`config.mk`:
```
export PLATFORM = sky130hd
export DESIGN_NAME = vdp_scroll_tile_fetcher_flat
export DESIGN_NICKNAME = d
export VERILOG_FILES = /design/src/rtl/vdp_scroll_tile_fetcher_if.sv /design/src/rtl/vdp_scroll_tile_fetcher.sv /design/src/flat_wrapper.sv
export SDC_FILE = /design/constraint.sdc
export NUM_CORES = 1
export LEC_CHECK = 0
export ABC_AREA = 1
export BUFFER_PORTS_ARGS = -buffer_cell sky130_fd_sc_hd__buf_2
export CAP_MARGIN = 15
export CORE_MARGIN = 2
export CORE_UTILIZATION = 54
export DETAILED_ROUTE_END_ITERATION = 8
export GPL_ROUTABILITY_DRIVEN = 0
export HOLD_SLACK_MARGIN = 0.03
export PLACE_DENSITY = 0.9
export SYNTH_ARGS = -nofsm -noshare
export SYNTH_HDL_FRONTEND = slang
export SYNTH_SLANG_ARGS = --single-unit
export TNS_END_PERCENT = 5
```
`constraint.sdc`:
```
create_clock -name clk -period 3.1 [get_ports clk]
set_clock_uncertainty 0.15 [all_clocks]
set_input_delay 0.465 -clock clk [delete_from_list [all_inputs] [get_ports clk]]
set_output_delay 0.465 -clock clk [all_outputs]
set_load 0.005 [all_outputs]
```
`src/rtl/vdp_scroll_tile_fetcher_if.sv`:
```
// ---------------------------------------------------------------------------
// vdp_scroll_tile_fetcher_if
// VRAM read channel between a scroll-layer tile fetcher and the VRAM read
// arbiter. Requests use a valid/ready handshake. Read data returns in order
// with its own valid strobe, at least one cycle after the request is accepted.
//
// Signals
//   vram_read_valid       fetcher -> arbiter  request valid
//   vram_read_ready       arbiter -> fetcher  request accepted this cycle
//   vram_read_addr        fetcher -> arbiter  word address (ADDR_BITS)
//   vram_read_data        arbiter -> fetcher  returned 32-bit word
//   vram_read_data_valid  arbiter -> fetcher  returned word valid
// Modports
//   master : fetcher side
//   slave  : arbiter side
// ---------------------------------------------------------------------------
interface vdp_scroll_tile_fetcher_if #(
    parameter int ADDR_BITS = 16
);
    logic                 vram_read_valid;
    logic                 vram_read_ready;
    logic [ADDR_BITS-1:0] vram_read_addr;
    logic [31:0]          vram_read_data;
    logic                 vram_read_data_valid;

    modport master (
        output vram_read_valid,
        output vram_read_addr,
        input  vram_read_ready,
        input  vram_read_data,
        input  vram_read_data_valid
    );

    modport slave (
        input  vram_read_valid,
        input  vram_read_addr,
        output vram_read_ready,
        output vram_read_data,
        output vram_read_data_valid
    );
endinterface

```
`src/rtl/vdp_scroll_tile_fetcher.sv`:
```
// ---------------------------------------------------------------------------
// vdp_scroll_tile_fetcher
// Producer side of one scroll layer's pixel path. In every 8-pixel slot it
// reads one map entry and then one 4bpp tile row from VRAM. It hands the row
// and palette to the pixel generator, and it pulses the shifter preload strobe
// at the end of the slot.
//
// Ports
//   clk, reset_n          pixel clock, asynchronous active-low reset
//   line_active           fetching for a visible line
//   raster_x, raster_y    current raster position (10 bits)
//   scroll_x, scroll_y    layer scroll (10 bits)
//   map_base, tile_base   VRAM word addresses of the map and of tile 0 row 0
//   vram_bus              VRAM read channel (master modport)
//   pixel_row             8 x 4bpp row, leftmost pixel in [31:28]
//   palette_number        palette of the fetched tile
//   tile_row_load_enable  strobe: pixel_row valid
//   meta_load_enable      strobe: palette_number valid
//   shifter_preload_load_enable  strobe at slot end (raster_x[2:0] == 7)
//   fetch_underrun        strobe: the slot ended before the fetch completed
// ---------------------------------------------------------------------------
module vdp_scroll_tile_fetcher #(
    parameter int MAP_WIDTH_BITS = 6,
    parameter int ADDR_BITS      = 16
) (
    input  logic                     clk,
    input  logic                     reset_n,
    input  logic                     line_active,
    input  logic [9:0]               raster_x,
    input  logic [9:0]               raster_y,
    input  logic [9:0]               scroll_x,
    input  logic [9:0]               scroll_y,
    input  logic [ADDR_BITS-1:0]     map_base,
    input  logic [ADDR_BITS-1:0]     tile_base,
    vdp_scroll_tile_fetcher_if.master vram_bus,
    output logic [31:0]              pixel_row,
    output logic [3:0]               palette_number,
    output logic                     tile_row_load_enable,
    output logic                     meta_load_enable,
    output logic                     shifter_preload_load_enable,
    output logic                     fetch_underrun
);
    localparam int MW = MAP_WIDTH_BITS;

    typedef enum logic [2:0] {
        IDLE,
        MAP_REQ,
        MAP_WAIT,
        ROW_REQ,
        ROW_WAIT,
        DONE
    } state_t;

    state_t              state;
    state_t              state_next;

    logic [MW-1:0]       fetch_col_q;
    logic [MW+2:0]       fetch_y_q;
    logic [15:0]         map_entry_q;
    logic [31:0]         row_q;
    logic [3:0]          palette_q;
    logic                strobe_q;
    logic                discard_q;

    logic [9:0]          fetch_x_sum;
    logic [9:0]          fetch_y_sum;
    logic                slot_start;
    logic                slot_end;
    logic                abort;
    logic                start_fetch;
    logic                req_fire;
    logic                data_live;
    logic                capture;
    logic [2:0]          tile_line;
    logic [ADDR_BITS-1:0] map_addr;
    logic [ADDR_BITS-1:0] row_addr;
    logic [31:0]         row_reversed;
    logic                unused_bits;

    // The fetch runs one slot ahead of the pixels being shown, hence the +8.
    assign fetch_x_sum = raster_x + scroll_x + 10'd8;
    assign fetch_y_sum = raster_y + scroll_y;
    assign slot_start  = (raster_x[2:0] == 3'd0);
    assign slot_end    = (raster_x[2:0] == 3'd7);

    // A slot ending without a completed row is an underrun. An idle fetcher
    // only reports it while the line is active. A fetch left in flight after
    // line_active drops is still reported, so that its half-loaded state
    // is flushed.
    assign abort = slot_end && (state != DONE) && (line_active || (state != IDLE));

    assign start_fetch = slot_start && line_active && ((state == IDLE) || abort);

    // A read accepted before an abort still returns its word later.
    // discard_q swallows that word. It also holds off new requests, so that
    // only one read is ever outstanding.
    assign data_live = vram_bus.vram_read_data_valid && !discard_q;
    assign req_fire  = vram_bus.vram_read_valid && vram_bus.vram_read_ready;
    assign capture   = (state == ROW_WAIT) && data_live && !abort;

    assign tile_line = fetch_y_q[2:0] ^ {3{map_entry_q[11]}};
    assign map_addr  = map_base + ADDR_BITS'({fetch_y_q[MW+2:3], fetch_col_q});
    assign row_addr  = tile_base + ADDR_BITS'({map_entry_q[9:0], tile_line});

    // Dropping valid on the slot-end cycle means an unaccepted request can
    // never be accepted in the same cycle that aborts it.
    assign vram_bus.vram_read_valid = ((state == MAP_REQ) || (state == ROW_REQ))
                                      && !discard_q && !slot_end;
    assign vram_bus.vram_read_addr  = (state == MAP_REQ) ? map_addr :
                                      (state == ROW_REQ) ? row_addr : '0;

    // Horizontal flip swaps the pixel order, so the nibble order is reversed.
    always_comb begin
        row_reversed = '0;
        for (int i = 0; i < 8; i++) begin
            row_reversed[4*i +: 4] = vram_bus.vram_read_data[4*(7-i) +: 4];
        end
    end

    // State register.
    always_ff @(posedge clk or negedge reset_n) begin
        if (!reset_n) begin
            state <= IDLE;
        end else begin
            state <= state_next;
        end
    end

    // Next-state logic. An abort overrides the normal sequencing. A new fetch
    // may start in the same cycle as an abort.
    always_comb begin
        state_next = state;
        case (state)
            IDLE:     state_next = IDLE;
            MAP_REQ:  if (req_fire)  state_next = MAP_WAIT;
            MAP_WAIT: if (data_live) state_next = ROW_REQ;
            ROW_REQ:  if (req_fire)  state_next = ROW_WAIT;
            ROW_WAIT: if (data_live) state_next = DONE;
            DONE:     if (slot_end)  state_next = IDLE;
            default:  state_next = IDLE;
        endcase
        if (abort) begin
            state_next = IDLE;
        end
        if (start_fetch) begin
            state_next = MAP_REQ;
        end
    end

    // Latch the fetch position and the map entry. Capture the row, and keep
    // the bookkeeping for reads that must be discarded.
    always_ff @(posedge clk or negedge reset_n) begin
        if (!reset_n) begin
            fetch_col_q <= '0;
            fetch_y_q   <= '0;
            map_entry_q <= '0;
            row_q       <= '0;
            palette_q   <= '0;
            strobe_q    <= 1'b0;
            discard_q   <= 1'b0;
        end else begin
            if (start_fetch) begin
                fetch_col_q <= fetch_x_sum[MW+2:3];
                fetch_y_q   <= fetch_y_sum[MW+2:0];
            end
            if ((state == MAP_WAIT) && data_live) begin
                map_entry_q <= vram_bus.vram_read_data[15:0];
            end
            if (abort && ((state == MAP_WAIT) || (state == ROW_WAIT))
                && !vram_bus.vram_read_data_valid) begin
                discard_q <= 1'b1;
            end else if (vram_bus.vram_read_data_valid) begin
                discard_q <= 1'b0;
            end
            strobe_q <= capture;
            if (capture) begin
                row_q     <= map_entry_q[10] ? row_reversed : vram_bus.vram_read_data;
                palette_q <= map_entry_q[15:12];
            end else if (abort) begin
                row_q     <= '0;
                palette_q <= '0;
            end
        end
    end

    // On an underrun a blank row is pushed in the same cycle, so that the
    // pixel generator never shows stale pixels.
    assign pixel_row                   = abort ? 32'd0 : row_q;
    assign palette_number              = abort ? 4'd0 : palette_q;
    assign tile_row_load_enable        = strobe_q || abort;
    assign meta_load_enable            = strobe_q || abort;
    assign shifter_preload_load_enable = slot_end && line_active;
    assign fetch_underrun              = abort;

    // Collects the bits of the sums and of the bus that the fetch does not use.
    assign unused_bits = ^{fetch_x_sum, fetch_y_sum, raster_x, vram_bus.vram_read_data[31:16]};
endmodule

```
`src/flat_wrapper.sv`:
```
// flat-port wrapper written by rule: the top's interface ports become plain ports
module vdp_scroll_tile_fetcher_flat 
#(
    parameter int MAP_WIDTH_BITS = 6,
    parameter int ADDR_BITS      = 16
)
  (clk, reset_n, line_active, raster_x, raster_y, scroll_x, scroll_y, map_base, tile_base, pixel_row, palette_number, tile_row_load_enable, meta_load_enable, shifter_preload_load_enable, fetch_underrun, vram_bus_vram_read_valid, vram_bus_vram_read_addr, vram_bus_vram_read_ready, vram_bus_vram_read_data, vram_bus_vram_read_data_valid);
  vdp_scroll_tile_fetcher_if #(.ADDR_BITS(ADDR_BITS)) vram_bus_i ();
  input  logic clk;
  input  logic reset_n;
  input  logic line_active;
  input  logic [9:0] raster_x;
  input  logic [9:0] raster_y;
  input  logic [9:0] scroll_x;
  input  logic [9:0] scroll_y;
  input  logic [ADDR_BITS-1:0] map_base;
  input  logic [ADDR_BITS-1:0] tile_base;
  output logic [31:0] pixel_row;
  output logic [3:0] palette_number;
  output logic tile_row_load_enable;
  output logic meta_load_enable;
  output logic shifter_preload_load_enable;
  output logic fetch_underrun;
  output wire logic [$bits(vram_bus_i.vram_read_valid)-1:0] vram_bus_vram_read_valid;
  output wire logic [$bits(vram_bus_i.vram_read_addr)-1:0] vram_bus_vram_read_addr;
  input wire logic [$bits(vram_bus_i.vram_read_ready)-1:0] vram_bus_vram_read_ready;
  input wire logic [$bits(vram_bus_i.vram_read_data)-1:0] vram_bus_vram_read_data;
  input wire logic [$bits(vram_bus_i.vram_read_data_valid)-1:0] vram_bus_vram_read_data_valid;
  assign vram_bus_vram_read_valid = vram_bus_i.vram_read_valid;
  assign vram_bus_vram_read_addr = vram_bus_i.vram_read_addr;
  assign vram_bus_i.vram_read_ready = vram_bus_vram_read_ready;
  assign vram_bus_i.vram_read_data = vram_bus_vram_read_data;
  assign vram_bus_i.vram_read_data_valid = vram_bus_vram_read_data_valid;
  vdp_scroll_tile_fetcher #(.MAP_WIDTH_BITS(MAP_WIDTH_BITS), .ADDR_BITS(ADDR_BITS)) u_core (.clk(clk), .reset_n(reset_n), .line_active(line_active), .raster_x(raster_x), .raster_y(raster_y), .scroll_x(scroll_x), .scroll_y(scroll_y), .map_base(map_base), .tile_base(tile_base), .vram_bus(vram_bus_i), .pixel_row(pixel_row), .palette_number(palette_number), .tile_row_load_enable(tile_row_load_enable), .meta_load_enable(meta_load_enable), .shifter_preload_load_enable(shifter_preload_load_enable), .fetch_underrun(fetch_underrun));
endmodule
```
* Yosys cells after proc, flatten, opt, wreduce, memory -nomap -nowiden *
Cells that the tools add are included.

word-level totals
  flip-flop bits (word level) = 72
  input port bits = 109
  output and inout port bits = 57

cells by class
  $add $sub $neg = 5
  eq/ne operators = 12
  multiplexer cells = 17
  bitwise logic cells = 1
  reductions and logical operators = 28

operator list
  operator             number
  $mux 32              3
  $mux 16              2
  $mux 3               7
  $ne 4x1->1 const B   5
  $add 9x9->9          2
  $add 16x12->16       1
  $add 16x13->16       1
  $pmux 3 s5           1
  $logic_and 1x1->1    14
  $add 9x4->9 const B  1
  $eq 3x3->1 const B   3
  $mux 4               2
  $eq 3x2->1 const B   2
  $logic_not 3->1      2
  $logic_or 1x1->1     5
  $reduce_and 5->1     1
  $logic_not 1->1      4
  $eq 3x1->1 const B   1
  $ne 3x3->1 const B   1
  $reduce_bool 3->1    1
  $xor 3x3->3          1
  $mux 1               2
  $reduce_bool 2->1    1

* Longest topological paths before layout *
Gate-level depths: netlist (run 1).

  word-level depth = 9
  gate-level depth with buffers = 12
  gate-level depth less buffers = 12

* Worst setup path after synthesis (run 1) *
Ideal clock, no wire load.

  kind = reg2out
  start = register u_core.map_entry_q[11]
  end = output port vram_bus_vram_read_addr[8]
  data arrival time = 1,731 ps
  path slack = 754 ps
  stages on the path, launching flop included = 13
  path buffers = 0
  cells stage by stage = dfrtp_1 -> xor2_1 -> ha_1 -> inv_1 -> fa_1 -> inv_1 -> nand3_1 -> nand3_1 -> nand2_1 -> nand3_1 -> nand2_1 -> nand3_1 -> o21ai_0

between the ends
  cells in the longest elaborated chain, start to end = 4

ends and longest elaborated chain
  item                    line                            RTL
  start, declared         vdp_scroll_tile_fetcher.sv:59   logic [15:0] map_entry_q;
  start signal, assigned  vdp_scroll_tile_fetcher.sv:167  map_entry_q <= vram_bus.vram_read_data[15:0];
  $xor 3x3->3             vdp_scroll_tile_fetcher.sv:101  assign tile_line = fetch_y_q[2:0] ^ {3{map_entry_q[11]}};
  $add 16x13->16          vdp_scroll_tile_fetcher.sv:103  assign row_addr = tile_base + ADDR_BITS'({map_entry_q[9:0], tile_line});
  $mux 16                 vdp_scroll_tile_fetcher.sv:110  (state == ROW_REQ) ? row_addr : '0;
  $mux 16                 vdp_scroll_tile_fetcher.sv:109  assign vram_bus.vram_read_addr = (state == MAP_REQ) ? map_addr :
  end, declared           flat_wrapper.sv:25              output wire logic [$bits(vram_bus_i.vram_read_addr)-1:0] vram_bus_vram_read_addr;

No other way between the ends.

* Final worst setup path (run 1) *
  start = register u_core.map_entry_q[11]
  end = output port vram_bus_vram_read_addr[9]

Same word-level chain as after synthesis.

==> results of run 1 <==
[cell type report]
type / count / area [um2]
flip-flops and latches: 72 / 1803
repair buffers: 167 / 875.8
multi-input cells: 680 / 3592
diodes: 1 / 2.502
fillers: 970 / 3610
inverters: 158 / 595.6
clock buffers: 10 / 239.0
well taps: 140 / 175.2
clock inverters: 6 / 90.09
[what timing repair did]
action	4_1_cts	5_1_grt
setup endpoints to repair	0	12
resized for setup	0	7
hold buffers	0	0
endpoints found under the hold margin	0	0
[logic make-up (layout without fill, tap and decap cells)]
kind of cell,count (synthesis),count (layout),share of synthesized area (%)
AND/OR/NAND/NOR,474,474,33.24
adder cells (fa/ha/maj),49,49,10.35
XOR/XNOR,22,22,3.138
other,0,1,0
AO/OA/AOI/OAI,135,135,11.47
flip-flops,72,72,29.35
buffers and inverters,183,341,12.45
[through the flow]
step           utilization (%)  TNS (ps)  power (uW)
2_1_floorplan                -         0        3980
3_3_place_gp             63.93         0        4778
3_5_place_dp             63.93         0        4897
4_1_cts                  66.93         0        6077
5_1_grt                  67.13    -5.588        6714
6_report                 67.13         0        6104
[where the power goes]
part | internal (uW) | switching (uW)
Clock | 729 | 404
Combinational | 1330 | 2060
Sequential | 1360 | 220
[layer usage]
metal / track usage (%) / vias to the layer above / share of wire, %
met4: 8.167 / 0 / 2.1
met3: 2.909 / 27 / 4.3
li1: - / 3238 / -
met5: 0 / - / 0
met2: 43.07 / 175 / 49
met1: 32.27 / 2766 / 44
[sequential cells by signal, indices dropped and copies added, names as in the netlist]
register / flops
u_core.discard_q: 1
u_core.fetch_col_q: 6
u_core.fetch_y_q: 9
u_core.map_entry_q: 16
u_core.palette_q: 4
u_core.row_q: 32
u_core.state: 3
u_core.strobe_q: 1
[synthesized netlist by cell type, types with 9 or more instances]
cell type	number
sky130_fd_sc_hd__a21oi_1	30
sky130_fd_sc_hd__nand3b_1	9
sky130_fd_sc_hd__nor2_2	31
sky130_fd_sc_hd__dfrtp_1	72
sky130_fd_sc_hd__o21ai_0	57
sky130_fd_sc_hd__xnor2_1	10
sky130_fd_sc_hd__clkbuf_1	12
sky130_fd_sc_hd__ha_1	46
sky130_fd_sc_hd__inv_1	152
sky130_fd_sc_hd__nand2_1	323
sky130_fd_sc_hd__xor2_1	12
sky130_fd_sc_hd__o21ai_1	37
sky130_fd_sc_hd__nand3_1	52
sky130_fd_sc_hd__nor2_1	33
[worst max path at each step]
stage | start | to | cells past startpoint
after global placement | map_base[0] | vram_bus_vram_read_addr[8] | 12
after detailed placement | u_core.map_entry_q[11]$_DFFE_PN0P_ | vram_bus_vram_read_addr[8] | 13
after CTS | u_core.map_entry_q[11]$_DFFE_PN0P_ | vram_bus_vram_read_addr[8] | 13
after floorplan | u_core.map_entry_q[11]$_DFFE_PN0P_ | vram_bus_vram_read_addr[8] | 12
final | u_core.map_entry_q[11]$_DFFE_PN0P_ | vram_bus_vram_read_addr[9] | 13
after global routing | u_core.map_entry_q[11]$_DFFE_PN0P_ | vram_bus_vram_read_addr[9] | 13
==> results.py, run 1 <==
metrics = {
    "placement": {
        "placement.cell_area_um2": 7022,
        "placed_cells_incl_taps": 1217,
        "pre_cts_ws_ps": 438.9,
        "place.port_buffers": 161,
        "hpwl_detailed_um": 11820,
    },
    "global_route": {
        "number_of_antenna_violations_at_the_first_check_in_global_routing": 1,
        "largest_net_degree_at_the_start_of_global_routing": 62,
        "global_route.usage.total_pct": 24.83,
        "first_global_vias": 5681,
        "grt.overflow.total": 0,
        "grt_pass1_wl_um": 25610,
    },
    "yosys": {
        "synth.ff_latch_count": 72,
        "postSynthCellCount": 935,
        "synth_enable_flop_cells": 0,
        "synth_cell_area_um2": 6140,
        "ys_warn_count": 0,
        "post-synth-top-area-fraction_pct": 29.35,
        "netlist_top_cells_area": "sky130_fd_sc_hd__dfrtp_1, sky130_fd_sc_hd__nand2_1, sky130_fd_sc_hd__ha_1, sky130_fd_sc_hd__inv_1, sky130_fd_sc_hd__o21ai_0",
        "synth_area_per_cell_um2": 6.566,
        "synth_ff_type": "sky130_fd_sc_hd__dfrtp_1",
        "synthDistinctLibCells": 38,
        "mappedNetlistNets": 1093,
        "synth_seq_area_share_pct": 29.35,
        "synth-async-reset-ratio_pct": 100.0,
        "synth_top_cell_by_area": "sky130_fd_sc_hd__dfrtp_1",
    },
    "floorplanning": {
        "floorplan.die_area_um2": 12240,
        "chipHeight_um": 110.6,
        "floorplan.initialDensity_pct": 55.90,
        "placement_rows": 38,
        "floorplan.io_pins": 166,
        "die_w_um": 110.6,
        "core_um2": 10980,
    },
    "timing": {
        "hold_slack_ps": 13.35,
        "period_needed_ps": 2920,
        "finalHoldViolations": 0,
        "worst_pin_slew_ps": 785.4,
        "slew_headroom_pct": 47.58,
        "setup_violators_final": 0,
        "timing.final.ws_setup_ps": 179.9,
        "finalMaxSlewViolations": 0,
        "final_period_util_pct": 94.20,
        "clock.fmax_ghz": 0.3425,
    },
    "routing": {
        "number_of_drc_markers_after_the_initial_detailed_route_iteration": 419,
        "via_total_after_detailed_routing": 6206,
        "avgRoutedWirePerCell_um": 12.19,
        "detail_route.wirelength_um": 15040,
        "dr.pass1.iters": 5,
        "viasPerCell": 5.029,
        "post-route-drc-count": 0,
        "drt.antenna.violating_nets": 0,
    },
    "clock_network": {
        "cts_tree": "yes",
        "ctsHtreeMaxLevel": 3,
        "cts_buffer_depth": 2,
        "cts_num_sinks": 72,
        "cts-buffers-inserted": 9,
        "root_buffer": "sky130_fd_sc_hd__clkbuf_16",
        "clkLatencyLatePin_ps": 330,
        "worst_setup_hold_path_clk_slew_ps": 60,
        "postCtsSetupBuffers": 0,
    },
    "critical_path": {
        "rr_endpoint": "u_core.fetch_y_q[7]$_DFFE_PN0P_",
        "worst_path_buffer_plus_inverter_count": 2,
        "worst_path_largest_cell_delay_ps": 460,
        "worstSetupStartpointType": "flip-flop",
        "criticalPathCategory": "flip-flop to output port",
        "highest_fanout_seen_on_the_critical_path": 4,
        "worst_r2r_startpoint": "u_core.state[2]$_DFFE_PN0P_",
        "worstSetupEndpointType": "output port",
        "critical_path.top_delay_family": "simple AND/OR/NAND/NOR gates",
        "critical_path_required_ps": 2480,
        "worstRegToRegCells": 8,
        "regToRegSetupSlack_ps": 1170,
        "cp_slowest_cell": "sky130_fd_sc_hd__dfrtp_2",
        "crit_path_cell_trace": "xnor2_2 > inv_1 > ha_1 > nand2_1 > nand2_1 > nand3_1 > nand2_1 > nand3_1 > nand2_1 > nand2_1 > nand3_1 > nand2_1 > buf_2",
        "cp.arrival_ps": 2310,
        "critical-path-top-cell-by-count": "sky130_fd_sc_hd__nand2_1",
    },
    "final_layout": {
        "final_cell_area_um2": 7373,
        "drive_above_1_share_pct": 21.59,
        "area_growth_pct": 20.09,
        "most-common-layout-cells": "sky130_fd_sc_hd__nand2_1, sky130_fd_sc_hd__buf_2, sky130_fd_sc_hd__inv_1, sky130_fd_sc_hd__dfrtp_1, sky130_fd_sc_hd__o21ai_0",
        "final_cells": 1234,
        "design.final.nets": 1246,
        "layout.cells.most_common": "sky130_fd_sc_hd__nand2_1",
    },
    "worst_hold_path": {
        "min_path_type": "primary input to asynchronous set/reset pin",
    },
    "pwr": {
        "vdd.ir_drop.worst_uv": 432.4,
        "cellPowerDensity_nw_per_um2": 827.9,
        "leakagePower_uw": 0.004315,
    },
    "run_status": {
        "run_status": "finished clean",
    },
    "flow_run": {
        "timing.max_cap.violations": 0,
    },
}
(Power assumes the default switching activity.)
==> inputs of run 2 (changes only) <==
==> constraint.sdc (replaced) <==
create_clock -name clk -period 2.74 [get_ports clk]
set_clock_uncertainty 0.15 [all_clocks]
set_input_delay 0.411 -clock clk [delete_from_list [all_inputs] [get_ports clk]]
set_output_delay 0.411 -clock clk [all_outputs]
set_load 0.005 [all_outputs]
==> run 2 against run 1 <==
Compared with the run above:
- critical path depth grew 1
- the run now ends with setup timing left
- first-iteration DRC count up 1.7%
- critical endpoint is now vram_bus_vram_read_addr[10]
- register-to-register slack got worse by 350 ps
- non-clock buffer count rose by 4
- sequential share of layout area is 0.38 points lower
- global-route usage is 0.49 points higher
==> results.py, run 2 (synthesis results as in run 1) <==
metrics = {
    "flow_run": {
        "timing.max_cap.violations": 0,
    },
    "final_layout": {
        "final-seq-area_um2": 1802,
        "final_cell_area_um2": 7486,
        "flip_flop_count_of_the_largest_register_all_copies_and_words_added": 32,
        "most-common-layout-cells": "sky130_fd_sc_hd__nand2_1, sky130_fd_sc_hd__buf_2, sky130_fd_sc_hd__inv_1, sky130_fd_sc_hd__dfrtp_1, sky130_fd_sc_hd__o21ai_0",
        "multi_input_comb_area_um2": 3686,
        "design.final.nets": 1250,
        "final_util_pct": 68.16,
        "regMostFlops": "u_core.row_q",
        "drive_above_1_share_pct": 23.25,
        "layout.cells.most_common": "sky130_fd_sc_hd__nand2_1",
        "largestRegisters": "u_core.row_q: 32 flops, u_core.map_entry_q: 16 flops, u_core.fetch_y_q: 9 flops",
        "nFillCells": 959,
        "area_growth_pct": 21.93,
    },
    "pwr": {
        "vdd.ir_drop.worst_uv": 537.6,
        "leakagePower_uw": 0.004335,
        "cellPowerDensity_nw_per_um2": 933.8,
        "totalPowerFinal_uw": 6990,
    },
    "floorplanning": {
        "floorplan.die_area_um2": 12240,
        "floorplan.io_pins": 166,
        "placement_rows": 38,
        "chipHeight_um": 110.6,
        "core_um2": 10980,
        "floorplan.initialDensity_pct": 55.90,
        "die_w_um": 110.6,
    },
    "timing": {
        "final_period_util_pct": 103.2,
        "finalMaxSlewViolations": 0,
        "period_needed_ps": 2827,
        "setup_violators_final": 8,
        "worst_pin_slew_ps": 849.7,
        "slew_headroom_pct": 43.29,
        "clock.fmax_ghz": 0.3538,
        "timing.final.ws_setup_ps": -86.59,
        "post_route_setup_tns_ps": -271.3,
        "finalHoldViolations": 0,
        "grt_setup_unrepaired": "yes",
    },
    "critical_path": {
        "regToRegSetupSlack_ps": 820,
        "worstSetupStartpointType": "flip-flop",
        "critical_path_required_ps": 2180,
        "highest_fanout_seen_on_the_critical_path": 4,
        "criticalPathCategory": "flip-flop to output port",
        "worstSetupEndpointType": "output port",
        "cp.arrival_ps": 2270,
    },
    "routing": {
        "avgRoutedWirePerCell_um": 12.24,
        "detail_route.wirelength_um": 15170,
        "viasPerCell": 4.981,
        "drt.antenna.violating_nets": 0,
        "via_total_after_detailed_routing": 6171,
        "post-route-drc-count": 0,
        "number_of_drc_markers_after_the_initial_detailed_route_iteration": 426,
        "dr.pass1.iters": 5,
    },
    "run_status": {
        "violations": "setup timing",
        "run_status": "finished, violations left",
    },
    "clock_network": {
        "clkLatencyLatePin_ps": 330,
        "worst_setup_hold_path_clk_slew_ps": 60,
        "ctsHtreeMaxLevel": 3,
        "cts_tree": "yes",
        "root_buffer": "sky130_fd_sc_hd__clkbuf_16",
        "cts-buffers-inserted": 9,
        "cts_buffer_depth": 2,
        "cts_num_sinks": 72,
    },
    "global_route": {
        "first_global_vias": 5768,
        "number_of_antenna_violations_at_the_first_check_in_global_routing": 2,
        "global_route.usage.total_pct": 25.32,
        "grt_pass1_wl_um": 26110,
        "grt.overflow.total": 0,
        "largest_net_degree_at_the_start_of_global_routing": 48,
    },
    "placement": {
        "pre_cts_ws_ps": 111.7,
        "placement.cell_area_um2": 7034,
        "place.port_buffers": 161,
        "hpwl_detailed_um": 11710,
    },
    "worst_hold_path": {
        "min_path_type": "primary input to flip-flop",
    },
}
-- run 2: routing by layer --
layer  vias to the layer above  global-route usage [%]  wire (um)
met2                       144                   41.51       7443
met5                         -                       0          0
li1                       3236                       -          -
met3                        29                   3.458        633
met1                      2762                   33.73       6732
met4                         0                   10.50        356
-- run 2: power by group --
group | switching, uW | internal, uW | total [uW]
sequential | 255 | 1540 | 1790
clock | 463 | 709 | 1170
combinational | 2420 | 1600 | 4030
total | 3140 | 3850 | 6990
-- run 2: repair_timing --
action	CTS	global route
pin swaps	3	6
gates resized for setup	14	17
buffers inserted	2	1
hold buffers	1	0
setup endpoints to repair	13	14
hold endpoints to repair	25	0
-- run 2: path summary, 6_finish.rpt --
check                                                     to  cells after the start                                from
setup / recovery                 vram_bus_vram_read_addr[10]                     14  u_core.map_entry_q[11]$_DFFE_PN0P_
hold / removal                  u_core.discard_q$_DFFE_PN0P_                      2       vram_bus_vram_read_data_valid
setup reg to reg             u_core.fetch_y_q[7]$_DFFE_PN0P_                      8         u_core.state[2]$_DFFE_PN0P_
hold reg to reg            u_core.fetch_col_q[3]$_DFFE_PN0P_                      2   u_core.fetch_col_q[3]$_DFFE_PN0P_
max in group asynchronous  u_core.fetch_col_q[5]$_DFFE_PN0P_                      3                             reset_n
min in group asynchronous          u_core.row_q[6]$_DFF_PN0_                      2                             reset_n
-- run 2: per-stage QoR --
stage          hold slack, ps  instances
2_1_floorplan          -34.59        935
4_1_cts                 107.6       1236
6_report                118.9       1239
5_1_grt                 117.5       1239
3_3_place_gp            303.0       1217
3_5_place_dp            305.6       1217
-- run 2: worst max-delay path: stages, from the launching register on --
cell and delay, ps:
sky130_fd_sc_hd__dfrtp_1 420, sky130_fd_sc_hd__buf_4 150, sky130_fd_sc_hd__xor2_1 130, sky130_fd_sc_hd__ha_1 300
sky130_fd_sc_hd__buf_4 150, sky130_fd_sc_hd__nand2_1 60, sky130_fd_sc_hd__nor2_1 40, sky130_fd_sc_hd__nand2_1 70
sky130_fd_sc_hd__nand3_2 110, sky130_fd_sc_hd__nand2_1 110, sky130_fd_sc_hd__nand2_1 60, sky130_fd_sc_hd__nand2_1 70
sky130_fd_sc_hd__nand3_1 70, sky130_fd_sc_hd__nand2_1 90, sky130_fd_sc_hd__buf_2 110
-- run 2: area by class of cell --
type                    count  area share [%]
multi-input cells         680           49.24
flip-flops and latches     72           24.07
repair buffers            171           12.35
inverters                 158           7.956
clock buffers              10           3.059
well taps                 140           2.340
clock inverters             6          0.9193
diodes                      2         0.06686
==> inputs of run 3 (changes only) <==
--- a/config.mk
+++ b/config.mk
@@ -9,11 +9,11 @@
 export BUFFER_PORTS_ARGS = -buffer_cell sky130_fd_sc_hd__buf_2
 export CAP_MARGIN = 15
 export CORE_MARGIN = 2
-export CORE_UTILIZATION = 54
+export CORE_UTILIZATION = 55
 export DETAILED_ROUTE_END_ITERATION = 8
 export GPL_ROUTABILITY_DRIVEN = 0
 export HOLD_SLACK_MARGIN = 0.03
-export PLACE_DENSITY = 0.9
+export PLACE_DENSITY = 0.91
 export SYNTH_ARGS = -nofsm -noshare
 export SYNTH_HDL_FRONTEND = slang
 export SYNTH_SLANG_ARGS = --single-unit
==> constraint.sdc (replaced) <==
create_clock -name clk -period 3.6 [get_ports clk]
set_clock_uncertainty 0.15 [all_clocks]
set_input_delay 0.54 -clock clk [delete_from_list [all_inputs] [get_ports clk]]
set_output_delay 0.54 -clock clk [all_outputs]
set_load 0.005 [all_outputs]
==> run 3 against run 2 <==
Compared with the run above:
- the run now ends clean
- sequential power shrank 24%
- sequential share of layout area is 0.89 points higher
- combinational power fell by 29%
- cell count fell by 0.48%
- critical path type unchanged
- critical endpoint is now vram_bus_vram_read_addr[8]
==> results.py, run 3 (synthesis results as in run 1) <==
metrics = {
    "routing": {
        "avgRoutedWirePerCell_um": 12.22,
        "dr.pass1.iters": 4,
        "detail_route.wirelength_um": 15060,
        "drt.antenna.violating_nets": 0,
        "number_of_drc_markers_after_the_initial_detailed_route_iteration": 418,
        "post-route-drc-count": 0,
        "via_total_after_detailed_routing": 6256,
        "viasPerCell": 5.074,
    },
    "timing": {
        "grt_setup_unrepaired": "no",
        "period_needed_ps": 3143,
        "setup_violators_final": 0,
        "final_period_util_pct": 87.31,
        "slew_headroom_pct": 42.36,
        "worst_pin_slew_ps": 863.7,
        "finalHoldViolations": 0,
        "clock.fmax_ghz": 0.3182,
        "finalMaxSlewViolations": 0,
        "post_route_setup_tns_ps": 0,
    },
    "final_layout": {
        "area_growth_pct": 17.59,
        "drive_above_1_share_pct": 20.88,
        "final_cells": 1233,
        "flip_flop_count_of_the_largest_register_all_copies_and_words_added": 32,
        "regMostFlops": "u_core.row_q",
        "nFillCells": 977,
        "final_cell_area_um2": 7219,
        "layout.cells.most_common": "sky130_fd_sc_hd__nand2_1",
        "most-common-layout-cells": "sky130_fd_sc_hd__nand2_1, sky130_fd_sc_hd__buf_2, sky130_fd_sc_hd__inv_1, sky130_fd_sc_hd__dfrtp_1, sky130_fd_sc_hd__o21ai_0",
        "design.final.nets": 1245,
        "largestRegisters": "u_core.row_q: 32 flops, u_core.map_entry_q: 16 flops, u_core.fetch_y_q: 9 flops",
    },
    "pwr": {
        "leakagePower_uw": 0.004245,
        "cellPowerDensity_nw_per_um2": 679.5,
        "vdd.ir_drop.worst_uv": 357.5,
    },
    "clock_network": {
        "cts_buffer_depth": 2,
        "root_buffer": "sky130_fd_sc_hd__clkbuf_8",
        "postCtsSetupBuffers": 0,
        "cts_num_sinks": 72,
        "ctsHtreeMaxLevel": 3,
        "worst_setup_hold_path_clk_slew_ps": 80,
        "cts_tree": "yes",
        "cts-buffers-inserted": 9,
        "holdBufCountCts": 0,
        "clkLatencyLatePin_ps": 340,
        "cts_resized": 0,
    },
    "floorplanning": {
        "placement_rows": 38,
        "core_um2": 10890,
        "chipHeight_um": 109.7,
        "floorplan.initialDensity_pct": 56.39,
        "floorplan.io_pins": 166,
        "die_w_um": 109.7,
        "floorplan.die_area_um2": 12020,
    },
    "critical_path": {
        "regToRegSetupSlack_ps": 1590,
        "critical_path_required_ps": 2910,
        "worstSetupStartpoint": "u_core.map_entry_q[11]$_DFFE_PN0P_",
        "worst_r2r_startpoint": "u_core.state[2]$_DFFE_PN0P_",
        "worstSetupEndpointType": "output port",
        "criticalPathCategory": "flip-flop to output port",
        "highest_fanout_seen_on_the_critical_path": 4,
        "worstSetupStartpointType": "flip-flop",
        "cp.arrival_ps": 2450,
    },
    "placement": {
        "placement.cell_area_um2": 6994,
        "hpwl_detailed_um": 11900,
        "placed_cells_incl_taps": 1215,
        "place.port_buffers": 161,
    },
    "global_route": {
        "global_route.usage.total_pct": 25.48,
        "largest_net_degree_at_the_start_of_global_routing": 42,
        "grt_pass1_wl_um": 24490,
        "first_global_vias": 5607,
        "number_of_antenna_violations_at_the_first_check_in_global_routing": 1,
        "grt.overflow.total": 0,
    },
    "worst_hold_path": {
        "min_path_type": "primary input to asynchronous set/reset pin",
    },
    "flow_run": {
        "timing.max_cap.violations": 0,
    },
    "run_status": {
        "run_status": "finished clean",
    },
}
[run 3: layout make-up]
type,count,area (um2),area share (%)
clock buffer,12,155.1,2.149
tap,140,175.2,2.426
inverter,158,595.6,8.250
sequential,72,1802,24.96
antenna,1,2.502,0.03466
clock inverter,4,52.55,0.7279
multi-input combinational,680,3573,49.50
timing repair buffer,166,863.3,11.96
[run 3: critical path, stage by stage, from the launching register on]
cell	delay [ps]
sky130_fd_sc_hd__dfrtp_1	450
sky130_fd_sc_hd__xor2_1	180
sky130_fd_sc_hd__ha_1	180
sky130_fd_sc_hd__inv_1	50
sky130_fd_sc_hd__fa_1	390
sky130_fd_sc_hd__inv_1	110
sky130_fd_sc_hd__nand3_1	70
sky130_fd_sc_hd__nand3_1	140
sky130_fd_sc_hd__nand2_1	90
sky130_fd_sc_hd__nand3_1	80
sky130_fd_sc_hd__nand2_1	50
sky130_fd_sc_hd__nand3_1	60
sky130_fd_sc_hd__o21ai_0	120
sky130_fd_sc_hd__buf_2	150
[run 3: power by group]
part	internal (uW)	total [uW]	switching (uW)
clock network	360	663	303
logic	1120	2880	1760
registers	1170	1360	189
[run 3: path summary, 6_finish.rpt]
path,end,depth (start not counted)
worst max-delay path,vram_bus_vram_read_addr[8],13
worst min-delay path,u_core.row_q[7]$_DFF_PN0_,1
worst min register to register,u_core.palette_q[3]$_DFF_PN0_,2
max in group asynchronous,u_core.map_entry_q[2]$_DFFE_PN0P_,2
min in group clk,u_core.discard_q$_DFFE_PN0P_,2
worst max register to register,u_core.row_q[31]$_DFF_PN0_,7
[run 3: layer usage]
layer  global-route usage [%]  wire length [um]  share of wire, %  vias up
li1                         -                 -                 -     3227
met1                    33.88              6546                43     2802
met2                    41.58              7212                48      188
met3                    3.142               765               5.1       39
met4                    11.48               538               3.6        0
met5                        0                 0                 0        -
[run 3: stage by stage]
step | total power (uW) | utilization, % | hold slack [ps] | worst slack (ps)
after global routing | 5428 | 66.31 | 193.9 | 240.9
after detailed placement | 4210 | 64.24 | 318.7 | 762.5
after global placement | 4100 | 64.24 | 311.8 | 779.2
after CTS | 4900 | 66.15 | 144.5 | 442.0
after floorplan | 3427 | - | 94.41 | 1179
final | 4905 | 66.31 | 141.9 | 456.9
